File: config.mk
export PLATFORM = sky130hd
export DESIGN_NAME = pc_unit_flat
export DESIGN_NICKNAME = d
export VERILOG_FILES = /design/src/rtl/pc_unit_if.sv /design/src/rtl/pc_unit.sv /design/src/flat_wrapper.sv
export SDC_FILE = /design/constraint.sdc
export NUM_CORES = 1
export LEC_CHECK = 0
export BUFFER_PORTS_ARGS = -buffer_cell sky130_fd_sc_hd__buf_2
export CAP_MARGIN = 10
export CORE_MARGIN = 2
export CORE_UTILIZATION = 36
export CTS_BUF_LIST = sky130_fd_sc_hd__clkbuf_4 sky130_fd_sc_hd__clkbuf_8
export DETAILED_ROUTE_END_ITERATION = 10
export GPL_TIMING_DRIVEN = 0
export PLACE_DENSITY = 0.6
export SLEW_MARGIN = 25
export SYNTH_ARGS = -nofsm -noshare
export SYNTH_HDL_FRONTEND = slang
export SYNTH_SLANG_ARGS = --single-unit
File: constraint.sdc
create_clock -name clock -period 6.35 [get_ports clock]
set_input_delay 0.3175 -clock clock [delete_from_list [all_inputs] [get_ports clock]]
set_output_delay 0.3175 -clock clock [all_outputs]
set_load 0.005 [all_outputs]
File: src/rtl/pc_unit_if.sv
// rtl/pc_unit_if.sv - command inputs and status outputs of the program counter unit
interface pc_unit_if;
  logic       stall;
  logic       jump;
  logic [7:0] jump_addr;
  logic       branch;
  logic [7:0] offset;
  logic       call;
  logic       ret;
  logic       halt;
  logic [7:0] pc_out;
  logic [2:0] depth;
  logic       halted;
  logic       ovf;
  logic       unf;

  modport master (
    output stall, jump, jump_addr, branch, offset, call, ret, halt,
    input  pc_out, depth, halted, ovf, unf
  );

  modport slave (
    input  stall, jump, jump_addr, branch, offset, call, ret, halt,
    output pc_out, depth, halted, ovf, unf
  );
endinterface

File: src/rtl/pc_unit.sv
// rtl/pc_unit.sv - 8-bit program counter with return-address stack and RUN/HALT FSM
module pc_unit #(
  parameter logic [7:0] RESET_VECTOR = 8'h00,
  parameter int         STACK_DEPTH  = 4
) (
  input  logic      clock,
  input  logic      reset,
  pc_unit_if.slave  bus
);

  typedef enum logic {RUN, HALT} state_e;

  localparam logic [2:0] MAX_DEPTH = 3'(STACK_DEPTH);

  state_e     state_q, state_d;
  logic [7:0] pc_q, pc_d;
  logic [2:0] depth_q, depth_d;
  logic       ovf_q, ovf_d;
  logic       unf_q, unf_d;
  logic       push;

  // Sized to the full 3-bit depth range so depth_q indexes it directly;
  // slots at or above STACK_DEPTH are never written.
  logic [7:0] stack_q [8];

  logic [7:0] pc_inc;
  logic [2:0] top_idx;

  assign pc_inc  = pc_q + 8'd1;
  assign top_idx = depth_q - 3'd1;

  always_comb begin
    state_d = state_q;
    pc_d    = pc_q;
    depth_d = depth_q;
    ovf_d   = ovf_q;
    unf_d   = unf_q;
    push    = 1'b0;
    if (state_q == RUN && !bus.stall) begin
      if (bus.halt) begin
        state_d = HALT;
      end else if (bus.ret) begin
        if (depth_q != 3'd0) begin
          pc_d    = stack_q[top_idx];
          depth_d = top_idx;
        end else begin
          unf_d = 1'b1;
        end
      end else if (bus.call) begin
        if (depth_q < MAX_DEPTH) begin
          push    = 1'b1;
          pc_d    = bus.jump_addr;
          depth_d = depth_q + 3'd1;
        end else begin
          ovf_d = 1'b1;
        end
      end else if (bus.jump) begin
        pc_d = bus.jump_addr;
      end else if (bus.branch) begin
        // 8-bit modular add equals adding the sign-extended displacement
        pc_d = pc_q + bus.offset;
      end else begin
        pc_d = pc_inc;
      end
    end
  end

  always_ff @(posedge clock) begin
    if (reset) begin
      state_q <= RUN;
      pc_q    <= RESET_VECTOR;
      depth_q <= 3'd0;
      ovf_q   <= 1'b0;
      unf_q   <= 1'b0;
    end else begin
      state_q <= state_d;
      pc_q    <= pc_d;
      depth_q <= depth_d;
      ovf_q   <= ovf_d;
      unf_q   <= unf_d;
    end
  end

  // Reset suppresses the write so an interrupted call leaves no trace.
  always_ff @(posedge clock) begin
    if (!reset && push) begin
      stack_q[depth_q] <= pc_inc;
    end
  end

  assign bus.pc_out = pc_q;
  assign bus.depth  = depth_q;
  assign bus.halted = (state_q == HALT);
  assign bus.ovf    = ovf_q;
  assign bus.unf    = unf_q;

endmodule

File: src/flat_wrapper.sv
// flat-port wrapper written by rule: the top's interface ports become plain ports
module pc_unit_flat 
#(
  parameter logic [7:0] RESET_VECTOR = 8'h00,
  parameter int         STACK_DEPTH  = 4
)
  (clock, reset, bus_stall, bus_jump, bus_jump_addr, bus_branch, bus_offset, bus_call, bus_ret, bus_halt, bus_pc_out, bus_depth, bus_halted, bus_ovf, bus_unf);
  pc_unit_if bus_i ();
  input  logic clock;
  input  logic reset;
  input wire logic [$bits(bus_i.stall)-1:0] bus_stall;
  input wire logic [$bits(bus_i.jump)-1:0] bus_jump;
  input wire logic [$bits(bus_i.jump_addr)-1:0] bus_jump_addr;
  input wire logic [$bits(bus_i.branch)-1:0] bus_branch;
  input wire logic [$bits(bus_i.offset)-1:0] bus_offset;
  input wire logic [$bits(bus_i.call)-1:0] bus_call;
  input wire logic [$bits(bus_i.ret)-1:0] bus_ret;
  input wire logic [$bits(bus_i.halt)-1:0] bus_halt;
  output wire logic [$bits(bus_i.pc_out)-1:0] bus_pc_out;
  output wire logic [$bits(bus_i.depth)-1:0] bus_depth;
  output wire logic [$bits(bus_i.halted)-1:0] bus_halted;
  output wire logic [$bits(bus_i.ovf)-1:0] bus_ovf;
  output wire logic [$bits(bus_i.unf)-1:0] bus_unf;
  assign bus_i.stall = bus_stall;
  assign bus_i.jump = bus_jump;
  assign bus_i.jump_addr = bus_jump_addr;
  assign bus_i.branch = bus_branch;
  assign bus_i.offset = bus_offset;
  assign bus_i.call = bus_call;
  assign bus_i.ret = bus_ret;
  assign bus_i.halt = bus_halt;
  assign bus_pc_out = bus_i.pc_out;
  assign bus_depth = bus_i.depth;
  assign bus_halted = bus_i.halted;
  assign bus_ovf = bus_i.ovf;
  assign bus_unf = bus_i.unf;
  pc_unit #(.RESET_VECTOR(RESET_VECTOR), .STACK_DEPTH(STACK_DEPTH)) u_core (.clock(clock), .reset(reset), .bus(bus_i));
endmodule
==> results of run 1 <==
[cells in the mapped netlist, drive strengths merged (4+ instances only)]
cell type / number
or2: 4
and3: 9
edfxtp: 64
nand2: 9
buf: 8
clkbuf: 5
o21ai: 5
nor3: 9
inv: 13
xnor2: 7
a31oi: 12
nand3: 9
dfxtp: 14
o21a: 4
ha: 11
mux4: 16
a21oi: 8
nor2: 24
[worst max-delay path: stages, from the launching register on]
cell	delay, ns
dfxtp_1	0.41
buf_4	0.27
buf_4	0.26
inv_1	0.11
ha_1	0.28
buf_2	0.23
buf_2	0.34
mux4_2	0.37
nand3_1	0.10
nand2_1	0.06
o21ai_0	0.13
o21ai_0	0.10
[routing by layer]
metal / global-route usage / share of wire
met4: 0.0752 / 0.017
met3: 0.0319 / 0.046
met2: 0.253 / 0.50
met5: 0 / 0
met1: 0.192 / 0.44
[where the power goes]
| part | leakage (nW) | switching, W | internal [W] |
|---|---|---|---|
| clock | 0.103 | 0.000181 | 0.000218 |
| combinational | 0.854 | 0.0000740 | 0.0000575 |
| sequential | 0.730 | 0.0000115 | 0.000578 |
[metrics by stage]
| stage | utilization | power [W] | hold WS, ns | instances | setup slack (ns) |
|---|---|---|---|---|---|
| floorplan | - | 0.000690 | 0.396 | 310 | 3.91 |
| global placement | 0.414 | 0.000730 | 0.467 | 482 | 3.52 |
| detailed placement | 0.414 | 0.000734 | 0.490 | 482 | 3.49 |
| CTS | 0.435 | 0.00114 | 0.202 | 498 | 3.47 |
| global route | 0.435 | 0.00117 | 0.236 | 498 | 3.28 |
| finish | 0.435 | 0.00112 | 0.224 | 498 | 3.57 |
[cells by family after synthesis]
logic type | count (synthesis)
adder cells (fa/ha/maj) | 12
AO/OA/AOI/OAI | 55
multiplexers | 20
buffers and inverters | 26
XOR/XNOR | 10
other | 1
flip-flops | 78
AND/OR/NAND/NOR | 77
[layout make-up]
| type | instances | area (µm²) | share of cell area |
|---|---|---|---|
| clock buffers | 9 | 124 | 0.0279 |
| well taps | 136 | 170 | 0.0383 |
| clock inverters | 7 | 88.8 | 0.0200 |
| inverters | 13 | 48.8 | 0.0110 |
| repair buffers | 36 | 180 | 0.0405 |
| multi-input cells | 206 | 1560 | 0.350 |
| flip-flops and latches | 78 | 2200 | 0.495 |
| plain buffers | 13 | 75.1 | 0.0169 |
[state kept, by name, indices dropped and copies added (netlist names)]
name,cells
u_core.stack_q,64
u_core.bus.pc_out,8
u_core.bus.depth,3
u_core.bus.halted,1
u_core.bus.ovf,1
u_core.bus.unf,1
[worst max path at each step]
stage                                             end                              start
detailed placement  u_core.bus.pc_out[7]$_SDFFE_PP0P_   u_core.bus.depth[0]$_SDFFE_PP0P_
finish              u_core.bus.pc_out[7]$_SDFFE_PP0P_   u_core.bus.depth[0]$_SDFFE_PP0P_
global placement    u_core.bus.pc_out[7]$_SDFFE_PP0P_   u_core.bus.depth[0]$_SDFFE_PP0P_
floorplan           u_core.bus.pc_out[4]$_SDFFE_PP0P_  u_core.bus.pc_out[0]$_SDFFE_PP0P_
global route        u_core.bus.pc_out[7]$_SDFFE_PP0P_   u_core.bus.depth[0]$_SDFFE_PP0P_
CTS                 u_core.bus.pc_out[7]$_SDFFE_PP0P_   u_core.bus.depth[0]$_SDFFE_PP0P_
==> run_results.csv, run 1 <==
group,metric,value,unit
sta,skew,0.0111,ns
worst_setup_path,rr_endpoint,"u_core.bus.pc_out[7]$_SDFFE_PP0P_",
worst_setup_path,worstSetupEndpointType,"register",
power_and_ir_drop,power-per-cell-area,252,nW/µm²
clocking,h-tree-depth,3,
clocking,postCtsSetupBuffers,0,
detailed_routing,drc,0,
synth,yosys.area_share.simple,0.105,
grt,grt_pass1_wl,12800,µm
synth,yosys.area.top_type,"edfxtp_1",
sta,rsz0062_at_grt,"no",
synth,syn_inst,279,
placed_design,port-buffer-count,36,
worst_setup_path,path_class,"register to register",
clocking,cts.clk_slew.worst_paths,0.08,ns
synth,synth_seq_cells,78,
grt,grt_pass1_vias,2470,
floorplanning,io_pins,38,
floorplanning,dieArea,11300,µm²
synth,ys_warn_count,0,
clocking,clock_sinks,78,
grt,grt_max_degree,14,
clocking,numCtsBuffers,9,
sta,min_period,2.78,ns
cells_and_area,mostFrequentLayoutCell,"edfxtp_1",
worst_hold_path,min_from,"bus_halt",
cells_and_area,final_cell_mix,"edfxtp_1, buf_2, conb_1",
clocking,cts_tree,"yes",
worst_setup_path,arrival,3.02,ns
sta,period_share,0.438,
grt,grt_antenna_before_repair,0,
synth,synth_edf_count,64,
clocking,cts_max_path_buffers,2,
floorplanning,start_util,0.368,
detailed_routing,drt-initial-drc-count,157,
worst_setup_path,reg2reg_from,"u_core.bus.depth[0]$_SDFFE_PP0P_",
floorplanning,die_h,106,µm
detailed_routing,wl,7980,µm
sta,hold_viol,0,
detailed_routing,vias,2476,
sta,max_freq,360,MHz
synth,synth.top_cell.area_share,0.510,
sta,relSlewSlack,0.468,
worst_setup_path,startpoint_type,"register",
synth,synth_ff_type,"edfxtp_1",
synth,synth.distinct_cells,49,
sta,worst_pin_slew,0.792,ns
cells_and_area,final_nets,393,
clocking,root_buffer,"clkbuf_8",
grt,track_usage,0.154,
synth,synth-compound-area-share,0.105,
synth,ys_async_sr_fraction,0,
floorplanning,fp.dieW,106,µm
cells_and_area,postLayoutCellArea,4450,µm²
worst_hold_path,hp-class,"primary input to register",
synth,synth.area.top_cells,"edfxtp_1, mux4_2, dfxtp_1, ha_1, nor2_1",
synth,synthMuxAreaShare,0.107,
floorplanning,core-area,10200,µm²
floorplanning,floorplan.rows,37,
cells_and_area,areaGrowthSynthToFinish,18.0,%
worst_setup_path,worstPathRequired,6.59,ns
cells_and_area,filler_cell_count,980,
job,cap_violations,0,
detailed_routing,wl_per_cell,16.0,µm
detailed_routing,drtPass1Iterations,4,
power_and_ir_drop,ir_worst_vdd,0.0963,mV
clocking,clock_latency,0.36,ns
worst_setup_path,rr_worst_depth,11,
synth,syn_avg_cell_area,13.5,µm²
synth,yosys.area_share.xor_xnor,0.0232,
grt,grt_overflow_total,0,
clocking,post_cts_resized,0,
cells_and_area,num_antenna_cells,0,
synth,ys_seq_area_frac,0.585,
detailed_routing,ant_nets,0,
sta,setup_violations,0,
placed_design,dp_hpwl,5880,µm
detailed_routing,via_per_inst,4.97,
sta,slew_viol_final,0,
synth,syn_area,3770,µm²
worst_hold_path,hold-path-endpoint,"u_core.bus.halted$_SDFFE_PP0P_",
placed_design,place_area,4230,µm²
worst_hold_path,hold_path_depth,3,
worst_setup_path,cp_max_fo,10,
run_status,outcome,"completed",
clocking,cts_hold_buf,0,
placed_design,gp_congestion,0.800,
synth,synth_top_family_by_area,"multiplexers",
power_and_ir_drop,p_leak,1.69,nW
cells_and_area,drive_gt1_frac,0.229,
synth,synthAdderAreaFrac,0.0418,
sta,fin_tns_setup,0,ns
worst_setup_path,r2r_slack,3.57,ns
(Power assumes the default switching activity.)
==> run 2, diff against run 1 <==
--- a/config.mk
+++ b/config.mk
@@ -5,6 +5,7 @@
 export SDC_FILE = /design/constraint.sdc
 export NUM_CORES = 1
 export LEC_CHECK = 0
+export ABC_AREA = 1
 export BUFFER_PORTS_ARGS = -buffer_cell sky130_fd_sc_hd__buf_2
 export CAP_MARGIN = 10
 export CORE_MARGIN = 2
@@ -12,7 +13,7 @@
 export CTS_BUF_LIST = sky130_fd_sc_hd__clkbuf_4 sky130_fd_sc_hd__clkbuf_8
 export DETAILED_ROUTE_END_ITERATION = 10
 export GPL_TIMING_DRIVEN = 0
-export PLACE_DENSITY = 0.6
+export PLACE_DENSITY = 0.62
 export SLEW_MARGIN = 25
 export SYNTH_ARGS = -nofsm -noshare
 export SYNTH_HDL_FRONTEND = slang
==> constraint.sdc (replaced) <==
create_clock -name clock -period 2.3 [get_ports clock]
set_input_delay 0.115 -clock clock [delete_from_list [all_inputs] [get_ports clock]]
set_output_delay 0.115 -clock clock [all_outputs]
set_load 0.005 [all_outputs]
==> run 2 against run 1 <==
  * Clock-buffer cell count unchanged
  * Final area up 3.3%
  * Largest power group unchanged
  * Highest routed layer unchanged
  * Sequential power rose to 2.8 times the previous value
  * Critical path type unchanged
==> run_results.csv, run 2 <==
group,metric,value,unit
synth,ys_warn_count,0,
cells_and_area,fin_util,0.441,
sta,setup_violations,0,
detailed_routing,top_layer,"met4",
grt,grt_antenna_before_repair,0,
synth,synth-compound-area-share,0.111,
power_and_ir_drop,p_total,0.00300,W
detailed_routing,wl_met2,4330,µm
synth,syn_avg_cell_area,9.46,µm²
cells_and_area,areaGrowthSynthToFinish,18.1,%
synth,synthMuxAreaShare,0,
sta,period_share,0.958,
floorplanning,start_util,0.373,
detailed_routing,ant_nets,0,
sta,rsz0062_at_grt,"yes",
worst_setup_path,crit_path_start,"u_core.bus.halted$_SDFFE_PP0P_",
floorplanning,core-area,10400,µm²
synth,syn_area,3890,µm²
cells_and_area,largest_register_ffs,64,
power_and_ir_drop,ir_worst_vdd,0.288,mV
detailed_routing,wl_per_cell,14.1,µm
synth,synth_ff_type,"edfxtp_1",
detailed_routing,met3_length,365,µm
clocking,clock_sinks,78,
floorplanning,die_h,108,µm
power_and_ir_drop,power-per-cell-area,653,nW/µm²
sta,hold_viol,0,
detailed_routing,wl_met1,4080,µm
synth,synth.area.top_cells,"edfxtp_1, nand2_1, dfxtp_1, nor2_1, ha_1",
placed_design,place_area,4390,µm²
placed_design,dp_hpwl,6640,µm
grt,grt_pass1_vias,2912,
power_and_ir_drop,swShare,0.282,
worst_setup_path,arrival,2.26,ns
clocking,cts.clk_slew.worst_paths,0.08,ns
sta,relSlewSlack,0.482,
cells_and_area,drive_gt1_frac,0.181,
floorplanning,floorplan.rows,37,
detailed_routing,drtPass1Iterations,4,
synth,yosys.area_share.xor_xnor,0.0206,
detailed_routing,drc,0,
floorplanning,fp.dieW,108,µm
worst_setup_path,worstPathRequired,2.36,ns
sta,min_period,2.20,ns
cells_and_area,top_register,"u_core.stack_q",
floorplanning,io_pins,38,
synth,synth.most_common_cell,"nand2_1",
worst_setup_path,reg2reg_from,"u_core.bus.halted$_SDFFE_PP0P_",
placed_design,port-buffer-count,35,
sta,skew,0.00587,ns
detailed_routing,vias,3049,
synth,yosys.area_share.simple,0.204,
synth,syn_inst,411,
synth,ys_seq_area_frac,0.566,
power_and_ir_drop,pwr-share-seq,0.546,
clocking,cts_max_path_buffers,2,
detailed_routing,wl,8930,µm
worst_hold_path,hp-class,"primary input to register",
sta,fin_tns_setup,0,ns
power_and_ir_drop,p_leak,1.92,nW
worst_setup_path,cp_max_fo,5,
synth,synth_top_family_by_area,"simple AND/OR/NAND/NOR gates",
clocking,h-tree-depth,3,
cells_and_area,mostFrequentLayoutCell,"nand2_1",
grt,grt_pass1_wl,14100,µm
power_and_ir_drop,pwr-share-comb,0.158,
clocking,cts_tree,"yes",
worst_setup_path,worstSetupEndpointType,"register",
run_status,outcome,"completed",
clocking,root_buffer,"clkbuf_8",
cells_and_area,final_nets,528,
grt,grt_max_degree,14,
synth,synth.distinct_cells,39,
clocking,clock_latency,0.35,ns
power_and_ir_drop,p_int,0.00215,W
sta,max_freq,454,MHz
sta,worst_pin_slew,0.772,ns
clocking,numCtsBuffers,9,
synth,synth.top_cell.area_share,0.494,
sta,slew_viol_final,0,
synth,ys_async_sr_fraction,0,
job,cap_violations,0,
grt,grt_overflow_total,0,
cells_and_area,postLayoutCellArea,4590,µm²
synth,yosys.area.top_type,"edfxtp_1",
placed_design,gp_congestion,0.930,
detailed_routing,drt-initial-drc-count,182,
worst_setup_path,startpoint_type,"register",
cells_and_area,num_antenna_cells,0,
power_and_ir_drop,clock_power_share,0.295,
detailed_routing,via_per_inst,4.82,
worst_hold_path,min_from,"reset",
worst_setup_path,path_class,"register to register",
cells_and_area,final_cell_mix,"nand2_1, edfxtp_1, nor2_1",
grt,track_usage,0.160,
synth,synthAdderAreaFrac,0.0406,
clocking,cts_hold_buf,0,
floorplanning,dieArea,11600,µm²
cells_and_area,filler_cell_count,995,
synth,synth_edf_count,64,
synth,ys_top_cells_by_count,"nand2_1, edfxtp_1, nor2_1",
power_and_ir_drop,p_sw,0.000845,W
synth,synth_seq_cells,78,
## run 2: worst paths after layout
check,slack (ns),depth (start not counted),endpoint
max,0.1,7,u_core.stack_q[2][0]$_DFFE_PP_
min,0.008,2,u_core.bus.depth[2]$_SDFFE_PP0P_
max reg2reg,0.1,7,u_core.stack_q[2][0]$_DFFE_PP_
min reg2reg,0.47,2,u_core.bus.ovf$_SDFFE_PP0P_
## run 2: cell families after synthesis
logic type,count (synthesis)
other,1
AO/OA/AOI/OAI,80
AND/OR/NAND/NOR,183
XOR/XNOR,7
flip-flops,78
buffers and inverters,50
adder cells (fa/ha/maj),12
## run 2: through the flow
step | worst slack, ns | cells | hold slack, ns
after floorplan | 0.149 | 442 | 0.184
after global placement | -0.629 | 613 | 0.369
after detailed placement | -0.155 | 617 | 0.377
after CTS | 0.0365 | 632 | 0.000439
after global routing | -0.0678 | 632 | 0.0154
final | 0.0977 | 632 | 0.00758
## run 2: power by group through the flow
stage / Combinational [W] / Sequential [W] / Clock [W]
finish: 0.000475 / 0.00164 / 0.000886
floorplan: 0.000320 / 0.00166 / 0
detailed placement: 0.000462 / 0.00167 / 0
CTS: 0.000469 / 0.00164 / 0.000900
global placement: 0.000453 / 0.00167 / 0
global route: 0.000536 / 0.00164 / 0.000951
## run 2: area by class of cell
class | count | area, µm² | share of cell area
Timing Repair Buffer | 39 | 195 | 0.0425
Sequential cell | 78 | 2200 | 0.480
Clock inverter | 6 | 38.8 | 0.00845
Clock buffer | 9 | 124 | 0.0270
Buffer | 15 | 100 | 0.0218
Inverter | 35 | 138 | 0.0300
Tap cell | 136 | 170 | 0.0371
Multi-Input combinational cell | 314 | 1620 | 0.354
## run 2: routing by layer
metal / up-vias / GRT usage
li1: 1536 / -
met5: - / 0
met3: 15 / 0.0278
met1: 1444 / 0.214
met4: 0 / 0.0595
met2: 54 / 0.262
## run 2: worst max-delay path, cell delays in order (launching register included)
cell	delay, ns
dfxtp_1	0.33
nor2_2	0.12
inv_1	0.05
or2_4	0.26
inv_2	0.07
nand4_1	0.26
nor4_2	0.52
buf_2	0.29
## run 2: what timing repair did
action	CTS	global route
hold endpoints to repair	0	0
gates resized for setup	5	7
endpoints found under the setup margin	8	17
buffers inserted	0	0
